**src/rtl/mem_access_unit_pkg.sv**
```systemverilog
// Shared types and lane helpers for the MEM-stage data-memory initiator.
// Lane numbering is little-endian: byte k of a word occupies bits [8k+7:8k].
package mem_access_unit_pkg;

  localparam int          OP_W_DEF    = 3;
  localparam logic [31:0] ADDR_HI_DEF = 32'h0000_2fff;

  typedef enum logic [2:0] {
    OP_LW  = 3'd0,
    OP_LH  = 3'd1,
    OP_LHU = 3'd2,
    OP_LB  = 3'd3,
    OP_LBU = 3'd4,
    OP_SW  = 3'd5,
    OP_SH  = 3'd6,
    OP_SB  = 3'd7
  } op_e;

  typedef enum logic [2:0] {
    ST_IDLE   = 3'd0,
    ST_RD     = 3'd1,
    ST_RMW_RD = 3'd2,
    ST_RMW_WR = 3'd3,
    ST_WR     = 3'd4,
    ST_DONE   = 3'd5
  } state_e;

  function automatic logic is_store(input op_e op);
    return (op == OP_SW) || (op == OP_SH) || (op == OP_SB);
  endfunction

  // Selects the addressed lane of a loaded word and extends it to 32 bits.
  function automatic logic [31:0] lane_extract(input logic [31:0] word,
                                               input logic [1:0]  lane,
                                               input op_e         op);
    logic [15:0] w_half;
    logic [7:0]  w_byte;
    w_half = lane[1] ? word[31:16] : word[15:0];
    w_byte = word[8*lane +: 8];
    case (op)
      OP_LW:   return word;
      OP_LH:   return {{16{w_half[15]}}, w_half};
      OP_LHU:  return {16'h0000, w_half};
      OP_LB:   return {{24{w_byte[7]}}, w_byte};
      OP_LBU:  return {24'h00_0000, w_byte};
      default: return 32'h0000_0000;
    endcase
  endfunction

  // Replaces the addressed lane of a word with store data (SB/SH only).
  function automatic logic [31:0] lane_merge(input logic [31:0] word,
                                             input logic [15:0] data,
                                             input logic [1:0]  lane,
                                             input op_e         op);
    logic [31:0] w_res;
    w_res = word;
    case (op)
      OP_SB: w_res[8*lane +: 8] = data[7:0];
      OP_SH: begin
        if (lane[1]) w_res[31:16] = data;
        else         w_res[15:0]  = data;
      end
      default: w_res = word;
    endcase
    return w_res;
  endfunction

endpackage

```
**src/rtl/mem_access_unit_align_check.sv**
```systemverilog
// Combinational alignment and range check for one load/store request.
// Faulting requests never reach the memory port.
module mau_align_check
  import mem_access_unit_pkg::*;
#(
  parameter logic [31:0] ADDR_HI = ADDR_HI_DEF
) (
  input  op_e         i_op,
  input  logic [31:0] i_addr,
  output logic        o_adel,
  output logic        o_ades
);

  logic w_misaligned;
  logic w_out_of_range;

  always_comb begin
    // NOTE: the default assignment first keeps every path driven, so no latch is inferred.
    w_misaligned = 1'b0;
    case (i_op)
      OP_LW, OP_SW:         w_misaligned = |i_addr[1:0];
      OP_LH, OP_LHU, OP_SH: w_misaligned = i_addr[0];
      default:              w_misaligned = 1'b0;
    endcase
  end

  assign w_out_of_range = (i_addr > ADDR_HI);

  assign o_adel = (w_misaligned | w_out_of_range) & ~is_store(i_op);
  assign o_ades = (w_misaligned | w_out_of_range) &  is_store(i_op);

endmodule

```
**src/rtl/mem_access_unit.sv**
```systemverilog
// MEM-stage initiator for a word-wide data memory: checks, issues req/ack
// transactions (sub-word stores as read-modify-write) and returns load data.
module mem_access_unit
  import mem_access_unit_pkg::*;
#(
  parameter logic [31:0] ADDR_HI = ADDR_HI_DEF,
  parameter int          OP_W    = OP_W_DEF
) (
  input  logic            Clk,
  input  logic            Reset,
  input  logic            req_valid,
  input  logic [OP_W-1:0] req_op,
  input  logic [31:0]     req_addr,
  input  logic [31:0]     req_wdata,
  input  logic [31:0]     req_pc,
  output logic            busy,
  output logic            resp_valid,
  output logic [31:0]     resp_rdata,
  output logic            adel,
  output logic            ades,
  output logic            mem_req,
  output logic            mem_we,
  output logic [31:0]     mem_addr,
  output logic [31:0]     mem_wdata,
  output logic [31:0]     mem_pc,
  input  logic            mem_ack,
  input  logic [31:0]     mem_rdata
);

  state_e      r_state,      w_nxt_state;
  op_e         r_op,         w_nxt_op;
  logic [1:0]  r_lane,       w_nxt_lane;
  logic [15:0] r_wdata,      w_nxt_wdata;
  logic        r_busy,       w_nxt_busy;
  logic        r_resp_valid, w_nxt_resp_valid;
  logic [31:0] r_resp_rdata, w_nxt_resp_rdata;
  logic        r_adel,       w_nxt_adel;
  logic        r_ades,       w_nxt_ades;
  logic        r_mem_req,    w_nxt_mem_req;
  logic        r_mem_we,     w_nxt_mem_we;
  logic [31:0] r_mem_addr,   w_nxt_mem_addr;
  logic [31:0] r_mem_wdata,  w_nxt_mem_wdata;
  logic [31:0] r_mem_pc,     w_nxt_mem_pc;

  op_e  w_op;
  logic w_adel;
  logic w_ades;

  assign w_op = op_e'(req_op);

  mau_align_check #(
    .ADDR_HI (ADDR_HI)
  ) u_align_check (
    .i_op   (w_op),
    .i_addr (req_addr),
    .o_adel (w_adel),
    .o_ades (w_ades)
  );

  always_comb begin
    w_nxt_state      = r_state;
    w_nxt_op         = r_op;
    w_nxt_lane       = r_lane;
    w_nxt_wdata      = r_wdata;
    w_nxt_busy       = r_busy;
    w_nxt_resp_valid = 1'b0;
    w_nxt_resp_rdata = r_resp_rdata;
    w_nxt_adel       = r_adel;
    w_nxt_ades       = r_ades;
    w_nxt_mem_req    = r_mem_req;
    w_nxt_mem_we     = r_mem_we;
    w_nxt_mem_addr   = r_mem_addr;
    w_nxt_mem_wdata  = r_mem_wdata;
    w_nxt_mem_pc     = r_mem_pc;

    unique case (r_state)
      ST_IDLE: begin
        if (req_valid) begin
          w_nxt_op     = w_op;
          w_nxt_lane   = req_addr[1:0];
          w_nxt_wdata  = req_wdata[15:0];
          w_nxt_mem_pc = req_pc;
          w_nxt_busy   = 1'b1;
          if (w_adel || w_ades) begin
            w_nxt_state      = ST_DONE;
            w_nxt_resp_valid = 1'b1;
            w_nxt_resp_rdata = 32'h0000_0000;
            w_nxt_adel       = w_adel;
            w_nxt_ades       = w_ades;
          end else begin
            w_nxt_mem_req  = 1'b1;
            w_nxt_mem_addr = {req_addr[31:2], 2'b00};
            case (w_op)
              OP_SW: begin
                w_nxt_state     = ST_WR;
                w_nxt_mem_we    = 1'b1;
                w_nxt_mem_wdata = req_wdata;
              end
              OP_SH, OP_SB: begin
                w_nxt_state  = ST_RMW_RD;
                w_nxt_mem_we = 1'b0;
              end
              default: begin
                w_nxt_state  = ST_RD;
                w_nxt_mem_we = 1'b0;
              end
            endcase
          end
        end
      end

      ST_RD: begin
        if (mem_ack) begin
          w_nxt_state      = ST_DONE;
          w_nxt_mem_req    = 1'b0;
          w_nxt_resp_valid = 1'b1;
          w_nxt_resp_rdata = lane_extract(mem_rdata, r_lane, r_op);
        end
      end

      // The merged word is built at the read ack; the write is raised one cycle later.
      ST_RMW_RD: begin
        if (mem_ack) begin
          w_nxt_state     = ST_RMW_WR;
          w_nxt_mem_req   = 1'b0;
          w_nxt_mem_wdata = lane_merge(mem_rdata, r_wdata, r_lane, r_op);
        end
      end

      ST_RMW_WR: begin
        if (!r_mem_req) begin
          w_nxt_mem_req = 1'b1;
          w_nxt_mem_we  = 1'b1;
        end else if (mem_ack) begin
          w_nxt_state      = ST_DONE;
          w_nxt_mem_req    = 1'b0;
          w_nxt_mem_we     = 1'b0;
          w_nxt_resp_valid = 1'b1;
          w_nxt_resp_rdata = 32'h0000_0000;
        end
      end

      ST_WR: begin
        if (mem_ack) begin
          w_nxt_state      = ST_DONE;
          w_nxt_mem_req    = 1'b0;
          w_nxt_mem_we     = 1'b0;
          w_nxt_resp_valid = 1'b1;
          w_nxt_resp_rdata = 32'h0000_0000;
        end
      end

      ST_DONE: begin
        w_nxt_state = ST_IDLE;
        w_nxt_busy  = 1'b0;
        w_nxt_adel  = 1'b0;
        w_nxt_ades  = 1'b0;
      end

      default: begin
        w_nxt_state   = ST_IDLE;
        w_nxt_busy    = 1'b0;
        w_nxt_mem_req = 1'b0;
        w_nxt_mem_we  = 1'b0;
      end
    endcase
  end

  // NOTE: state registers use non-blocking assignments so every flop samples pre-edge values.
  always_ff @(posedge Clk) begin
    if (Reset) begin
      r_state      <= ST_IDLE;
      r_op         <= OP_LW;
      r_lane       <= 2'b00;
      r_wdata      <= 16'h0000;
      r_busy       <= 1'b0;
      r_resp_valid <= 1'b0;
      r_resp_rdata <= 32'h0000_0000;
      r_adel       <= 1'b0;
      r_ades       <= 1'b0;
      r_mem_req    <= 1'b0;
      r_mem_we     <= 1'b0;
      r_mem_addr   <= 32'h0000_0000;
      r_mem_wdata  <= 32'h0000_0000;
      r_mem_pc     <= 32'h0000_0000;
    end else begin
      r_state      <= w_nxt_state;
      r_op         <= w_nxt_op;
      r_lane       <= w_nxt_lane;
      r_wdata      <= w_nxt_wdata;
      r_busy       <= w_nxt_busy;
      r_resp_valid <= w_nxt_resp_valid;
      r_resp_rdata <= w_nxt_resp_rdata;
      r_adel       <= w_nxt_adel;
      r_ades       <= w_nxt_ades;
      r_mem_req    <= w_nxt_mem_req;
      r_mem_we     <= w_nxt_mem_we;
      r_mem_addr   <= w_nxt_mem_addr;
      r_mem_wdata  <= w_nxt_mem_wdata;
      r_mem_pc     <= w_nxt_mem_pc;
    end
  end

  assign busy       = r_busy;
  assign resp_valid = r_resp_valid;
  assign resp_rdata = r_resp_rdata;
  assign adel       = r_adel;
  assign ades       = r_ades;
  assign mem_req    = r_mem_req;
  assign mem_we     = r_mem_we;
  assign mem_addr   = r_mem_addr;
  assign mem_wdata  = r_mem_wdata;
  assign mem_pc     = r_mem_pc;

endmodule

```
**config.mk**
```make
export PLATFORM = sky130hd
export DESIGN_NAME = mem_access_unit
export DESIGN_NICKNAME = d
export VERILOG_FILES = /design/src/rtl/mem_access_unit_pkg.sv /design/src/rtl/mem_access_unit_align_check.sv /design/src/rtl/mem_access_unit.sv
export SDC_FILE = /design/constraint.sdc
export NUM_CORES = 1
export LEC_CHECK = 0
export CORE_MARGIN = 4
export CORE_UTILIZATION = 57
export DETAILED_ROUTE_END_ITERATION = 8
export DONT_BUFFER_PORTS = 1
export PLACE_DENSITY = 0.72
export REMOVE_ABC_BUFFERS = 1
export SLEW_MARGIN = 20
export SYNTH_ARGS = -nofsm -noshare
export SYNTH_HDL_FRONTEND = slang
export SYNTH_SLANG_ARGS = --single-unit
```
**constraint.sdc**
```tcl
create_clock -name Clk -period 4 [get_ports Clk]
set_input_delay 0.8 -clock Clk [delete_from_list [all_inputs] [get_ports Clk]]
set_output_delay 0.8 -clock Clk [all_outputs]
set_load 0.02 [all_outputs]
```
==> results.py <==
metrics = {
    "global_route": {
        "grt_max_degree": 100,
        "grt_usage_pct": 28.85,
        "grt_pass1_wl_um": 34000,
        "grt_overflow": 0,
        "antenna_found_initial": 0,
        "grt_pass1_vias": 6314,
    },
    "critical_path": {
        "cp-end-kind": "register",
        "r2r_slack_ns": 1.39,
        "arrival_ns": 2.96,
        "crit_path_start_kind": "register",
        "crit_required_ns": 4.35,
        "crit_fanout": 42,
        "worst-r2r-cell-count": 5,
        "critPathKind": "register to register",
        "r2r_end": "mem_pc[9]",
        "r2r_start": "r_state[2]",
        "endpoint": "mem_pc[9]",
        "startpoint": "r_state[2]",
    },
    "synth": {
        "syn_area_per_cell_um2": 8.772,
        "seq_area_frac_synth_pct": 41.84,
        "synth-edff-count": 0,
        "synth-seq-cells": 156,
        "synth_ff_type": "dfxtp_1",
        "syn_inst": 851,
        "ys_async_sr_fraction_pct": 0,
        "yosysWarnings": 0,
        "yosysUniqueCellTypes": 83,
        "syn_area_mm2": 0.007465,
    },
    "die": {
        "pin_count": 269,
        "core_area_mm2": 0.01272,
        "die-area_mm2": 0.01499,
        "die_w_um": 122.4,
        "initial_core_util_pct": 58.67,
        "die_h_um": 122.4,
        "num_rows": 41,
    },
    "sta": {
        "finalMaxSlewViolations": 0,
        "period_share_pct": 65.21,
        "finalHoldViolCount": 0,
        "setup_viol": 0,
        "fmax_mhz": 383.4,
        "rsz0062_at_grt": "no",
        "worst_pin_slew_ns": 0.8849,
        "whs_ns": 0.4425,
        "skew_ns": 0.007261,
        "fin_setup_tns_ns": 0,
        "layout_min_cycle_time_ns": 2.609,
        "slew_headroom_pct": 41.01,
        "setup_ws_ns": 1.391,
    },
    "clock_network": {
        "cts_hold_buf": 0,
        "cts_tree": "built",
        "clkTransAtPathRegs_ns": 0.07,
        "cts_root_buf": "clkbuf_16",
        "post_cts_resized": 0,
        "cts_htree_levels": 4,
        "cts_sinks": 156,
        "cts_buffers": 17,
        "clock_path_buffers": 2,
        "cts_setup_buffers": 0,
        "clk_latency_ns": 0.42,
    },
    "power_and_ir_drop": {
        "power_mw": 3.806,
        "p_comb_share_pct": 10.4,
        "ir_drop_uv": 316.1,
        "pwr-share-seq_pct": 46.2,
        "p_sw_share_pct": 28.66,
        "p_leak_nw": 2.830,
        "p_sw_mw": 1.091,
        "power_density_mw_per_mm2": 476.9,
        "p_int_mw": 2.715,
        "clockPowerShare_pct": 43.4,
    },
    "drt": {
        "route.detailed.drc": 0,
        "wire_per_inst_um": 22.24,
        "drt_iter0_markers": 715,
        "antenna_left": 0,
        "drt_pre_antenna_iters": 8,
        "vias": 6498,
        "wirelength_um": 22240,
        "vias_per_cell": 6.498,
    },
    "finish": {
        "diodes": 0,
        "drive_gt1_share_pct": 11.96,
        "layout.nets": 955,
        "areaGrowthSynthToFinish_pct": 6.906,
    },
    "worst_hold_path": {
        "min-delay-path-class": "primary input to register",
    },
    "outcome": {
        "outcome": "complete, no violations",
    },
    "flow_run": {
        "drv_cap": 0,
    },
    "placement": {
        "port_buffers": 0,
        "hpwlAfterDp_um": 16090,
        "place_congestion": 0.8953,
        "pre_cts_ws_ns": 1.410,
    },
}
==> worst max-delay path, stage by stage (launching register included) <==
cell and delay, ns:
dfxtp_1 0.51, nor3_4 0.54, and2_2 0.82, buf_4 0.41, nand2_1 0.09, a21oi_1 0.13
==> power by group through the flow <==
stage | Sequential, mW | Combinational [mW] | Clock, mW
6_report | 1.76 | 0.397 | 1.65
5_1_grt | 1.77 | 0.440 | 1.74
4_1_cts | 1.76 | 0.396 | 1.66
3_5_place_dp | 1.79 | 0.394 | 0
3_3_place_gp | 1.79 | 0.378 | 0
2_1_floorplan | 1.77 | 0.304 | 0
==> layout by cell type (no fill, tap or decap), types with 3 or more instances in the layout <==
cell	n
a21oi_1	92
a221o_1	8
a221oi_1	14
a222oi_1	13
a22o_1	24
a31oi_1	14
a32o_1	8
a32oi_1	3
and2_1	22
and3b_1	3
buf_4	9
clkbuf_16	17
clkinv_4	3
dfxtp_1	156
ha_1	5
inv_1	24
inv_6	6
mux2_2	10
mux2i_1	17
nand2_1	162
nand2b_1	3
nand3_1	13
nor2_1	36
nor2b_1	10
nor3_1	4
nor3_4	4
nor3b_1	5
nor4_2	4
o21ai_0	41
o2bb2ai_1	5
o32ai_1	17
or2_2	9
==> cell type report <==
cell class | instances | area (um2)
clock buffer | 17 | 425.4
clock inverter | 15 | 178.9
fill | 1126 | 4742
inverter | 26 | 97.59
multi-input combinational | 605 | 3872
sequential | 156 | 3123
tap | 172 | 215.2
timing repair buffer | 9 | 67.56
==> flip-flops by register name, summed over array words and instances, names as in the netlist, 2 cells and up <==
| register | cells |
|---|---|
| r_state | 3 |
| r_op | 3 |
| mem_pc | 32 |
| mem_wdata | 32 |
| resp_rdata | 32 |
| r_wdata | 16 |
| r_lane | 2 |
| mem_addr | 30 |
==> cell families after synthesis <==
kind of cell	synth area share, %
simple gates	19.38
compound gates	27.02
flops	41.84
buf+inv	6.470
mux	4.274
fa+ha+maj	0.9722
other cells	0.05024
==> metal layers <==
metal	global-route usage, %	part of all wire (%)
met3	11.94	13
met2	44.38	46
met1	35.08	37
met4	13.72	3.4
met5	0	0
==> cell usage after synthesis, types with 3 or more instances <==
cell	n	area share, %
a21oi_1	92	6.2
a221o_1	8	1.1
a221oi_1	14	1.6
a222oi_1	13	1.7
a22o_1	24	2.8
a31oi_1	14	1.2
a32o_1	8	1.1
a32oi_1	3	0.35
and2_1	23	1.9
and3b_1	3	0.35
buf_2	15	1.0
buf_4	10	1.0
buf_6	10	1.5
clkbuf_1	27	1.4
dfxtp_1	156	42
ha_1	5	0.84
inv_1	24	1.2
mux2_2	10	1.5
mux2i_1	17	2.3
nand2_1	163	8.2
nand2b_1	3	0.25
nand3_1	13	0.87
nor2_1	36	1.8
nor2b_1	10	0.84
nor3_1	4	0.27
nor3_4	3	0.65
nor3b_1	5	0.50
nor4_2	4	0.67
o21ai_0	41	2.7
o2bb2ai_1	5	0.59
o32ai_1	17	2.0
or2_2	9	0.75
==> stage by stage <==
step | util [%] | area (um2) | cells
after global placement | 57.98 | 7376 | 968
after detailed placement | 57.98 | 7376 | 968
final | 62.73 | 7980 | 1000
after floorplan | - | 7083 | 787
after global routing | 62.73 | 7980 | 1000
after CTS | 62.73 | 7980 | 1000
==> how the worst min path moves through the flow <==
stage	from	endpoint	slack (ns)	cells past startpoint
after global routing	Reset	mem_pc[23]	0.42	1
after global placement	r_wdata[12]	r_wdata[12]	0.45	2
after floorplan	r_wdata[10]	r_wdata[10]	0.44	2
after detailed placement	r_wdata[13]	r_wdata[13]	0.46	2
final	Reset	mem_pc[11]	0.44	1
after CTS	Reset	mem_pc[15]	0.43	1
No activity file was read; power rests on OpenSTA's default activity.
